**config.mk**
```make
export PLATFORM = sky130hd
export DESIGN_NAME = param_streamlined_divider
export DESIGN_NICKNAME = d
export VERILOG_FILES = /design/src/rtl/divider_pkg.sv /design/src/rtl/divider_sign_fix.sv /design/src/rtl/param_streamlined_divider.sv
export SDC_FILE = /design/constraint.sdc
export NUM_CORES = 1
export LEC_CHECK = 0
export BUFFER_PORTS_ARGS = -buffer_cell sky130_fd_sc_hd__buf_2
export CORE_MARGIN = 2
export CORE_UTILIZATION = 50
export DETAILED_ROUTE_END_ITERATION = 16
export HOLD_SLACK_MARGIN = 0.02
export PLACE_DENSITY_LB_ADDON = 0.08
export SYNTH_ARGS = -nofsm -noshare
export SYNTH_HDL_FRONTEND = slang
export SYNTH_SLANG_ARGS = --single-unit
export TNS_END_PERCENT = 5
```
**constraint.sdc**
```tcl
create_clock -name CLK -period 2.8 [get_ports CLK]
set_input_delay 0 -clock CLK [delete_from_list [all_inputs] [get_ports CLK]]
set_output_delay 0 -clock CLK [all_outputs]
set_load 0.01 [all_outputs]
```
**src/rtl/divider_pkg.sv**
```systemverilog
// Shared types and helpers for the shift-subtract divider.
// DIVIDER_ZERO_CHECK_EN in the top enables the divide-by-zero shortcut.
package divider_pkg;

    localparam int MAX_W = 32;

    typedef enum logic [2:0] {
        IDLE,
        LOAD,
        ITER,
        FIX,
        DONE
    } state_e;

    function automatic logic [MAX_W-1:0] cond_neg(
        input logic             en,
        input logic [MAX_W-1:0] x
    );
        return en ? (MAX_W'(0) - x) : x;
    endfunction

endpackage

```
**src/rtl/divider_sign_fix.sv**
```systemverilog
// Conditional two's-complement negate of a W-bit value.
// Used for operand magnitudes and for final result sign correction.
module divider_sign_fix
    import divider_pkg::*;
#(
    parameter int W = 8
) (
    input  logic         en_i,
    input  logic [W-1:0] in_i,
    output logic [W-1:0] out_o
);

    assign out_o = W'(cond_neg(en_i, MAX_W'(in_i)));

endmodule

```
**src/rtl/param_streamlined_divider.sv**
```systemverilog
// Multi-cycle restoring divider, parameterised width, signed/unsigned.
// Optional macro DIVIDER_ZERO_CHECK_EN adds Div_Zero and a fast x/0 path.
module param_streamlined_divider
    import divider_pkg::*;
#(
    parameter int W     = 8,
    parameter int CNT_W = $clog2(W+1)
) (
    input  logic         CLK,
    input  logic         RSTn,
    input  logic         Start_Sig,
    input  logic         Signed_Mode,
    input  logic [W-1:0] Dividend,
    input  logic [W-1:0] Divisor,
    output logic         Busy,
    output logic         Done_Sig,
`ifdef DIVIDER_ZERO_CHECK_EN
    output logic         Div_Zero,
`endif
    output logic [W-1:0] Quotient,
    output logic [W-1:0] Remainder
);

    state_e state_q, state_d;

    logic [CNT_W-1:0] cnt_q, cnt_d;
    logic [W-1:0]     dvd_q, dvd_d;
    logic [W-1:0]     dvs_q, dvs_d;
    logic             mode_q, mode_d;
    logic [W-1:0]     a_q, a_d;
    logic [W-1:0]     b_q, b_d;
    logic [W:0]       r_q, r_d;
    logic             qneg_q, qneg_d;
    logic             rneg_q, rneg_d;
    logic [W-1:0]     quo_q, quo_d;
    logic [W-1:0]     rem_q, rem_d;
`ifdef DIVIDER_ZERO_CHECK_EN
    logic             dz_q, dz_d;
`endif

    logic [W-1:0] dvd_mag;
    logic [W-1:0] dvs_mag;
    logic [W-1:0] quo_fix;
    logic [W-1:0] rem_fix;
    logic [W+1:0] shifted;
    logic [W+1:0] diff;
    logic         fits;

    divider_sign_fix #(.W(W)) u_dvd_mag (
        .en_i  (mode_q & dvd_q[W-1]),
        .in_i  (dvd_q),
        .out_o (dvd_mag)
    );

    divider_sign_fix #(.W(W)) u_dvs_mag (
        .en_i  (mode_q & dvs_q[W-1]),
        .in_i  (dvs_q),
        .out_o (dvs_mag)
    );

    divider_sign_fix #(.W(W)) u_quo_fix (
        .en_i  (qneg_q),
        .in_i  (a_q),
        .out_o (quo_fix)
    );

    divider_sign_fix #(.W(W)) u_rem_fix (
        .en_i  (rneg_q),
        .in_i  (r_q[W-1:0]),
        .out_o (rem_fix)
    );

    // Extra headroom bit makes the trial-subtract sign unambiguous.
    assign shifted = {r_q, a_q[W-1]};
    assign diff    = shifted - {2'b00, b_q};
    assign fits    = ~diff[W+1];

    always_comb begin
        state_d = state_q;
        cnt_d   = cnt_q;
        dvd_d   = dvd_q;
        dvs_d   = dvs_q;
        mode_d  = mode_q;
        a_d     = a_q;
        b_d     = b_q;
        r_d     = r_q;
        qneg_d  = qneg_q;
        rneg_d  = rneg_q;
        quo_d   = quo_q;
        rem_d   = rem_q;
`ifdef DIVIDER_ZERO_CHECK_EN
        dz_d    = dz_q;
`endif
        unique case (state_q)
            IDLE: begin
                if (Start_Sig) begin
                    dvd_d   = Dividend;
                    dvs_d   = Divisor;
                    mode_d  = Signed_Mode;
                    state_d = LOAD;
                end
            end
            LOAD: begin
                a_d     = dvd_mag;
                b_d     = dvs_mag;
                r_d     = '0;
                qneg_d  = mode_q & (dvd_q[W-1] ^ dvs_q[W-1]);
                rneg_d  = mode_q & dvd_q[W-1];
                cnt_d   = CNT_W'(W);
                state_d = ITER;
`ifdef DIVIDER_ZERO_CHECK_EN
                if (dvs_q == '0) begin
                    quo_d   = '1;
                    rem_d   = dvd_q;
                    dz_d    = 1'b1;
                    state_d = DONE;
                end
`endif
            end
            ITER: begin
                a_d   = {a_q[W-2:0], fits};
                r_d   = fits ? diff[W:0] : shifted[W:0];
                cnt_d = cnt_q - CNT_W'(1);
                if (cnt_q == CNT_W'(1)) begin
                    state_d = FIX;
                end
            end
            FIX: begin
                quo_d   = quo_fix;
                rem_d   = rem_fix;
`ifdef DIVIDER_ZERO_CHECK_EN
                dz_d    = 1'b0;
`endif
                state_d = DONE;
            end
            DONE: begin
                state_d = IDLE;
            end
            default: begin
                state_d = IDLE;
            end
        endcase
    end

    always_ff @(posedge CLK or negedge RSTn) begin
        if (!RSTn) begin
            state_q <= IDLE;
            cnt_q   <= '0;
            dvd_q   <= '0;
            dvs_q   <= '0;
            mode_q  <= 1'b0;
            a_q     <= '0;
            b_q     <= '0;
            r_q     <= '0;
            qneg_q  <= 1'b0;
            rneg_q  <= 1'b0;
            quo_q   <= '0;
            rem_q   <= '0;
`ifdef DIVIDER_ZERO_CHECK_EN
            dz_q    <= 1'b0;
`endif
        end else begin
            state_q <= state_d;
            cnt_q   <= cnt_d;
            dvd_q   <= dvd_d;
            dvs_q   <= dvs_d;
            mode_q  <= mode_d;
            a_q     <= a_d;
            b_q     <= b_d;
            r_q     <= r_d;
            qneg_q  <= qneg_d;
            rneg_q  <= rneg_d;
            quo_q   <= quo_d;
            rem_q   <= rem_d;
`ifdef DIVIDER_ZERO_CHECK_EN
            dz_q    <= dz_d;
`endif
        end
    end

    assign Busy      = (state_q != IDLE);
    assign Done_Sig  = (state_q == DONE);
    assign Quotient  = quo_q;
    assign Remainder = rem_q;
`ifdef DIVIDER_ZERO_CHECK_EN
    assign Div_Zero  = dz_q;
`endif

endmodule

```
Yosys cells after proc, flatten, opt, wreduce, memory -nomap -nowiden
Index checks and enable logic that the tools add are counted.
- register bits after elaboration: 67
- input port bits: 20
- output and inout port bits: 18
- logic and storage cells: 46
- add/subtract/negate cells: 6
- eq/ne operators: 7
- mux-type cells: 11
- bitwise logic cells: 5
- reductions and logical operators: 5
- operators by type and width (kind ; count):
    $mux W8 ; 4
    $sub A1 B8 Y8 const A ; 4
    $pmux W9 S2 ; 1
    $pmux W8 S2 ; 1
    $pmux W3 S4 ; 1
    $sub A10 B8 Y10 ; 1
    $mux W9 ; 1
    $pmux W4 S2 ; 1
    $eq A3 B2 Y1 const B ; 2
    $mux W3 ; 2
    $eq A4 B1 Y1 const B ; 1
    $ne A2 B2 Y1 const B ; 2
    $reduce_and A2 Y1 ; 2
    $sub A4 B1 Y4 const B ; 1
    $and A1 B1 Y1 ; 3
    $eq A3 B1 Y1 const B ; 1
    $eq A3 B3 Y1 const B ; 1
    $logic_not A3 Y1 ; 1
    $reduce_bool A3 Y1 ; 1
    $reduce_bool A2 Y1 ; 1
    $not A1 Y1 ; 1
    $xor A1 B1 Y1 ; 1

Depth between registers and ports, before layout
Gate-level depths: netlist of run 1.
- word-level depth: 3
- mapped depth: 10
- gate-level depth less buffers: 10

Modules after synthesis
A second synthesis of run 1 with hierarchy kept.
- cells, all modules: 389
- area, all modules: 3793.6 µm²
- modules (own cells, without submodules) (module ; times used ; cells an instance ; area each (µm²) ; seq. area each (µm²)):
    param_streamlined_divider ; 1 ; 305 ; 3108.0 ; 1676.6
    divider_sign_fix ; 4 ; 21 ; 171.4 ; 0.0

Least setup slack after synthesis of run 1
OpenSTA, ideal clock, no wires.
- path type: register to register
- start point: reg r_q[3]
- end point: reg r_q[1]
- setup time: 0.132 ns
- arrival time: 2.092 ns
- data required time: 2.668 ns
- setup slack: 0.576 ns
- cell stages (with the launch flop): 8
- buffers on the path: 0
- period minus slack after synthesis: 2.224 ns
- cell sequence: dfrtp_1 -> ha_1 -> a21o_1 -> a211o_1 -> o211a_1 -> nor3_4 -> mux2i_1 -> o22ai_1
- longest elaborated chain between the ends: 3
- RTL lines (what ; RTL line ; RTL):
    start: declaration ; param_streamlined_divider.sv:32 ; logic [W:0] r_q, r_d;
    start signal: assignment ; param_streamlined_divider.sv:170 ; r_q <= r_d;
    $sub A10 B8 Y10 ; param_streamlined_divider.sv:75 ; assign diff = shifted - {2'b00, b_q};
    $mux W9 ; param_streamlined_divider.sv:122 ; r_d = fits ? diff[W:0] : shifted[W:0];
    $pmux W9 S2 ; param_streamlined_divider.sv:94 ; unique case (state_q)
Every way passes these cells.
A chain may end at the register's enable or synchronous reset.

Final worst setup path of run 1
Ends and elaborated chain as after synthesis.

==> impl_metrics.json, run 1 <==
{
  "drive_gt1_share_pct": 17.5,
  "finalSetupViolCount": 0,
  "peakVddDrop_uv": 542,
  "cap_violations": 0,
  "cts_tree": "built",
  "syn_area_um2": 3600,
  "firstDrtPassIters": 6,
  "outcome": "finished clean",
  "vias_per_cell": 5.11,
  "wl_per_cell_um": 13.1,
  "antenna-diode-count": 0,
  "drc": 0,
  "slew_headroom_pct": 59.7,
  "gp_congestion": 0.813,
  "num_vias": 2713,
  "netlist_instances": 373,
  "numCtsBuffers": 9,
  "cts_max_path_buffers": 2,
  "grt_max_degree": 34,
  "worstPathRequired_ns": 2.99,
  "antenna_found_initial": 0,
  "crit_fanout": 9,
  "grt_pass1_wl_um": 11900,
  "portBuffers": 37,
  "hold_path.class": "in2async",
  "startpoint_type": "flop",
  "period_minus_slack_ns": 2.43,
  "die_x_um": 88.9,
  "worstSetupPathType": "reg2reg",
  "clk_latency_ns": 0.33,
  "p_int_mw": 3.14,
  "drtIter0Drc": 117,
  "sequentialPowerShare_pct": 34.9,
  "rows": 30,
  "cts-root-buf": "clkbuf_8",
  "avgSynthCellArea_um2": 9.65,
  "fin_skew_ns": 0.00686,
  "ant_nets": 0,
  "crit_arrival_ns": 2.63,
  "rsz0062_at_grt": "false",
  "cts.sinks": 67,
  "drv_slew": 0,
  "coreArea_um2": 6870,
  "grt_pass1_vias": 2579,
  "worst_pin_slew_ns": 0.605,
  "max_freq_mhz": 411,
  "grt_overflow": 0,
  "switching_power_mw": 2.21,
  "cellLeakagePower_nw": 1.99,
  "fin_crit_sh_pct": 86.9,
  "routed_wl_um": 6970,
  "ios": 38,
  "power_mw": 5.35,
  "p_sw_share_pct": 41.3,
  "die_area_um2": 7900,
  "hpwl_um": 5060,
  "end_kind": "flop",
  "num-fill-cells": 599,
  "synth-seq-cells": 67,
  "die_h_um": 88.9,
  "start_util_pct": 52.4,
  "synth_nets": 408,
  "htreeDepth": 3,
  "post-cts-setup-buffers": 0,
  "ys_types": 43,
  "ys_warn_count": 0,
  "comb_power_share_pct": 49.0,
  "fin_setup_tns_ns": 0,
  "area_growth_pct": 18.8,
  "hold_viol_final": 0,
  "grt_usage_pct": 19.4,
  "nets": 465,
  "clk_pin_slew_ns": 0.07,
  "seq_area_frac_synth_pct": 46.6,
  "p_per_area_nw_per_um2": 1250,
  "pwr-share-clk_pct": 16.1
}
==> logic make-up after synthesis <==
group	share of synthesized area [%]
multiplexers	6.85
buffers and inverters	4.52
AND/OR/NAND/NOR	15.0
XOR/XNOR	6.81
flip-flops	46.6
adder cells (fa/ha/maj)	5.42
AO/OA/AOI/OAI	14.8
==> cells in the final DEF (no fill, tap or decap), drive strengths merged, types with 13 or more instances in the layout <==
master,instances
xor2,13
buf,44
o21ai,45
dlygate4sd3,19
inv,21
mux2,13
ha,14
dfrtp,67
xnor2,15
nor2,16
nand2,54
==> worst max-delay path: stages (launching register included) <==
cell	delay, ns
dfrtp_1	0.45
ha_1	0.35
a21o_1	0.22
a211o_1	0.26
o211a_1	0.25
nor3_4	0.42
mux2i_1	0.25
o22ai_1	0.10
==> final timing paths <==
kind / start / to / slack (ns) / cells after the start
max: r_q[3] / r_q[1] / 0.37 / 7
min: RSTn / a_q[5] / 0.22 / 2
max reg2reg: r_q[3] / r_q[1] / 0.37 / 7
min reg2reg: Quotient[0] / Quotient[0] / 0.47 / 2
max in group asynchronous: RSTn / b_q[4] / 1.83 / 3
min in group CLK: Dividend[1] / dvd_q[1] / 0.42 / 4
==> metal layers <==
layer	wire length (µm)	part of all wire, %	global-route usage (%)	up-vias
met1	3520	51	26.7	1262
met4	50	0.72	6.61	0
met2	3210	46	31.5	39
met5	0	0	0	-
met3	181	2.6	2.89	4
li1	-	-	-	1408
==> cell usage after synthesis, drive strengths merged <==
library cell	n	area (µm²)
a211o	1	8.76
a211oi	2	15.0
a21boi	2	15.0
a21o	2	15.0
a21oi	9	45.0
a221oi	1	8.76
a22o	1	8.76
a22oi	7	52.6
a31oi	5	31.3
and3	1	7.51
clkbuf	17	83.8
dfrtp	67	1680
fa	1	20.0
ha	14	175
inv	21	78.8
mux2	13	146
mux2i	10	100
nand2	54	203
nand2b	5	31.3
nand3	7	35.0
nand3b	1	7.51
nand4	1	6.26
nand4bb	1	11.3
nor2	16	60.1
nor2b	2	12.5
nor3	10	61.3
nor3b	4	35.0
nor4	1	6.26
o211a	1	10.0
o211ai	2	15.0
o21a	2	15.0
o21ai	45	225
o221ai	1	8.76
o22ai	2	12.5
o311ai	1	8.76
o31ai	5	37.5
or3	9	56.3
or3b	1	8.76
xnor2	15	131
xor2	13	114
==> area by class of cell <==
class / count / area (µm²) / share of cell area (%)
Multi-Input combinational cell: 268 / 1770 / 41.3
Inverter: 21 / 78.8 / 1.84
Clock buffer: 11 / 131 / 3.07
Timing Repair Buffer: 63 / 428 / 10.0
Sequential cell: 67 / 1680 / 39.2
Clock inverter: 5 / 77.6 / 1.81
Tap cell: 96 / 120 / 2.81
==> per-stage QoR <==
stage | area [µm²] | setup slack (ns) | std cells | hold WS (ns) | util (%)
after detailed placement | 3880 | 0.378 | 496 | 0.0536 | 56.5
after floorplan | 3600 | 0.576 | 373 | -0.296 | -
final | 4280 | 0.368 | 531 | 0.216 | 62.3
after CTS | 4280 | 0.352 | 531 | 0.240 | 62.3
after global routing | 4280 | 0.232 | 531 | 0.267 | 62.3
after global placement | 3880 | 0.447 | 496 | 0.0425 | 56.5
==> repair_timing <==
| action | 4_1_cts | 5_1_grt |
|---|---|---|
| hold endpoints to repair | 42 | 0 |
| hold buffers | 19 | 0 |
| gates resized for setup | 0 | 0 |
==> power groups by stage <==
stage	logic (mW)	clock network [mW]	registers, mW
floorplan	2.13	0	1.76
CTS	2.65	0.871	1.87
finish	2.62	0.861	1.87
detailed placement	2.62	0	1.89
global route	2.99	0.922	1.95
global placement	2.57	0	1.86
==> sequential cells by signal (all words and copies together) (netlist names) <==
name       count
r_q            9
Quotient       8
Remainder      8
a_q            8
b_q            8
dvd_q          8
dvs_q          8
cnt_q          4
state_q        3
mode_q         1
qneg_q         1
rneg_q         1
(Power assumes the default switching activity.)
==> run 2: changes to the inputs <==
REMOVE_ABC_BUFFERS = 1   (was not set)
==> run 2 against run 1 <==
  * Worst hold slack improved by 0.15 ns
  * Sequential power about the same
  * Critical endpoint unchanged
  * Critical path depth stayed put
  * Largest power group unchanged
==> impl_metrics.json, run 2 (synthesis results as in run 1) <==
{
  "num_vias": 2707,
  "power_mw": 5.39,
  "outcome": "finished clean",
  "cts-root-buf": "clkbuf_8",
  "die_x_um": 88.9,
  "multi_input_area_um2": 1770,
  "die_h_um": 88.9,
  "end_kind": "flop",
  "cts_resized": 0,
  "holdWs_ns": 0.367,
  "fin_crit_sh_pct": 86.5,
  "post-cts-setup-buffers": 0,
  "grt_pass1_vias": 2541,
  "switching_power_mw": 2.20,
  "slowest_stage": "dfrtp_1",
  "rows": 30,
  "fin_setup_tns_ns": 0,
  "drtIter0Drc": 155,
  "critPathBufInv": 0,
  "nets": 463,
  "clk_pin_slew_ns": 0.07,
  "drc": 0,
  "die_area_um2": 7900,
  "pwr-share-clk_pct": 16.9,
  "htreeDepth": 3,
  "sequentialPowerShare_pct": 34.6,
  "crit_chain": "ha_1 -> a21o_1 -> a211o_1 -> o211a_1 -> nor3_4 -> mux2i_1 -> o22ai_1",
  "instances_no_fill": 529,
  "worstSetupPathType": "reg2reg",
  "drv_slew": 0,
  "numCtsBuffers": 9,
  "placed_cells": 494,
  "gp_congestion": 0.796,
  "ios": 38,
  "postCtsHoldBufs": 19,
  "grt_max_degree": 68,
  "antenna_found_initial": 0,
  "ant_nets": 0,
  "wl_per_cell_um": 12.7,
  "p_per_area_nw_per_um2": 1260,
  "largest_register_ffs": 9,
  "grt_pass1_wl_um": 11700,
  "firstDrtPassIters": 4,
  "startpoint_type": "flop",
  "vias_per_cell": 5.12,
  "area.sequential_um2": 1680,
  "fin_ws_ns": 0.378,
  "path_delay_family": "compound AO/OA/AOI/OAI gates",
  "drive_gt1_share_pct": 17.3,
  "crit_fanout": 9,
  "portBuffers": 37,
  "routed_wl_um": 6700,
  "cts_tree": "built",
  "p_sw_share_pct": 40.9,
  "slew_headroom_pct": 33.0,
  "crit_arrival_ns": 2.63,
  "worstPathRequired_ns": 3.01,
  "cts_max_path_buffers": 2,
  "cap_violations": 0,
  "area_growth_pct": 18.9,
  "crit_path_start": "r_q[3]",
  "top_register": "r_q",
  "comb_power_share_pct": 48.5,
  "hold_path.class": "in2async",
  "worst_pin_slew_ns": 1.00,
  "peakVddDrop_uv": 527,
  "reg2reg_from": "r_q[3]",
  "mostFrequentLayoutCells": "dfrtp_1 (67), nand2_1 (54), o21ai_0 (45)",
  "clk_latency_ns": 0.34,
  "cellLeakagePower_nw": 1.99,
  "start_util_pct": 52.4,
  "preCtsSetupSlack_ns": 0.390,
  "finalSetupViolCount": 0,
  "hold_viol_final": 0,
  "max_freq_mhz": 413,
  "hpwl_um": 4770,
  "grt_overflow": 0,
  "rsz0062_at_grt": "false",
  "fin_skew_ns": 0.00770,
  "coreArea_um2": 6870,
  "num-fill-cells": 605,
  "p_int_mw": 3.19,
  "cpPeakStageDelay_ns": 0.44,
  "cts.sinks": 67,
  "antenna-diode-count": 0,
  "layout_commonest_cell": "dfrtp_1",
  "period_minus_slack_ns": 2.42,
  "grt_usage_pct": 19.1
}
run 2: changes by cell type in the layout (fill, tap and decap cells not counted):
cell | before | now
buf_4 | 7 | 5
clkbuf_1 | 2 | 1
clkbuf_8 | 9 | 11
clkinv_2 | 2 | 1
run 2: path summary, 6_finish.rpt:
path,endpoint,cells after the start,slack (ns)
max,r_q[1],7,0.38
min,Quotient[3],3,0.37
max reg2reg,r_q[1],7,0.38
min reg2reg,Remainder[4],2,0.47
max in group asynchronous,cnt_q[2],3,1.92
min in group CLK,dvs_q[0],4,0.40
run 2: metal layers:
| metal | track usage [%] | vias up | wire length (µm) |
|---|---|---|---|
| li1 | - | 1405 | - |
| met1 | 26.1 | 1236 | 3330 |
| met2 | 30.5 | 54 | 2990 |
| met3 | 2.80 | 12 | 239 |
| met4 | 8.26 | 0 | 143 |
| met5 | 0 | - | 0 |
run 2: tightest hold or removal path: cells and delay by family:
family   cells  cell delay (ns)
buf+inv      3             1.23
run 2: metrics by stage:
step | util (%) | instance area (µm²)
floorplan | - | 3520
global placement | 56.3 | 3860
detailed placement | 56.3 | 3860
CTS | 62.3 | 4280
global route | 62.3 | 4280
finish | 62.3 | 4280
run 2: layout make-up:
class                      instances  share of cell area, %
clock buffer                      12                   3.62
clock inverter                     4                   1.69
multi-input combinational        268                   41.3
tap                               96                   2.80
inverter                          21                   1.84
timing repair buffer              61                   9.64
sequential                        67                   39.1
run 2: power groups by stage:
| stage | logic [mW] | clock network [mW] | registers [mW] |
|---|---|---|---|
| detailed placement | 2.61 | 0 | 1.89 |
| CTS | 2.64 | 0.926 | 1.87 |
| floorplan | 1.99 | 0 | 1.82 |
| finish | 2.61 | 0.911 | 1.86 |
| global placement | 2.56 | 0 | 1.86 |
| global route | 3.00 | 0.977 | 1.95 |
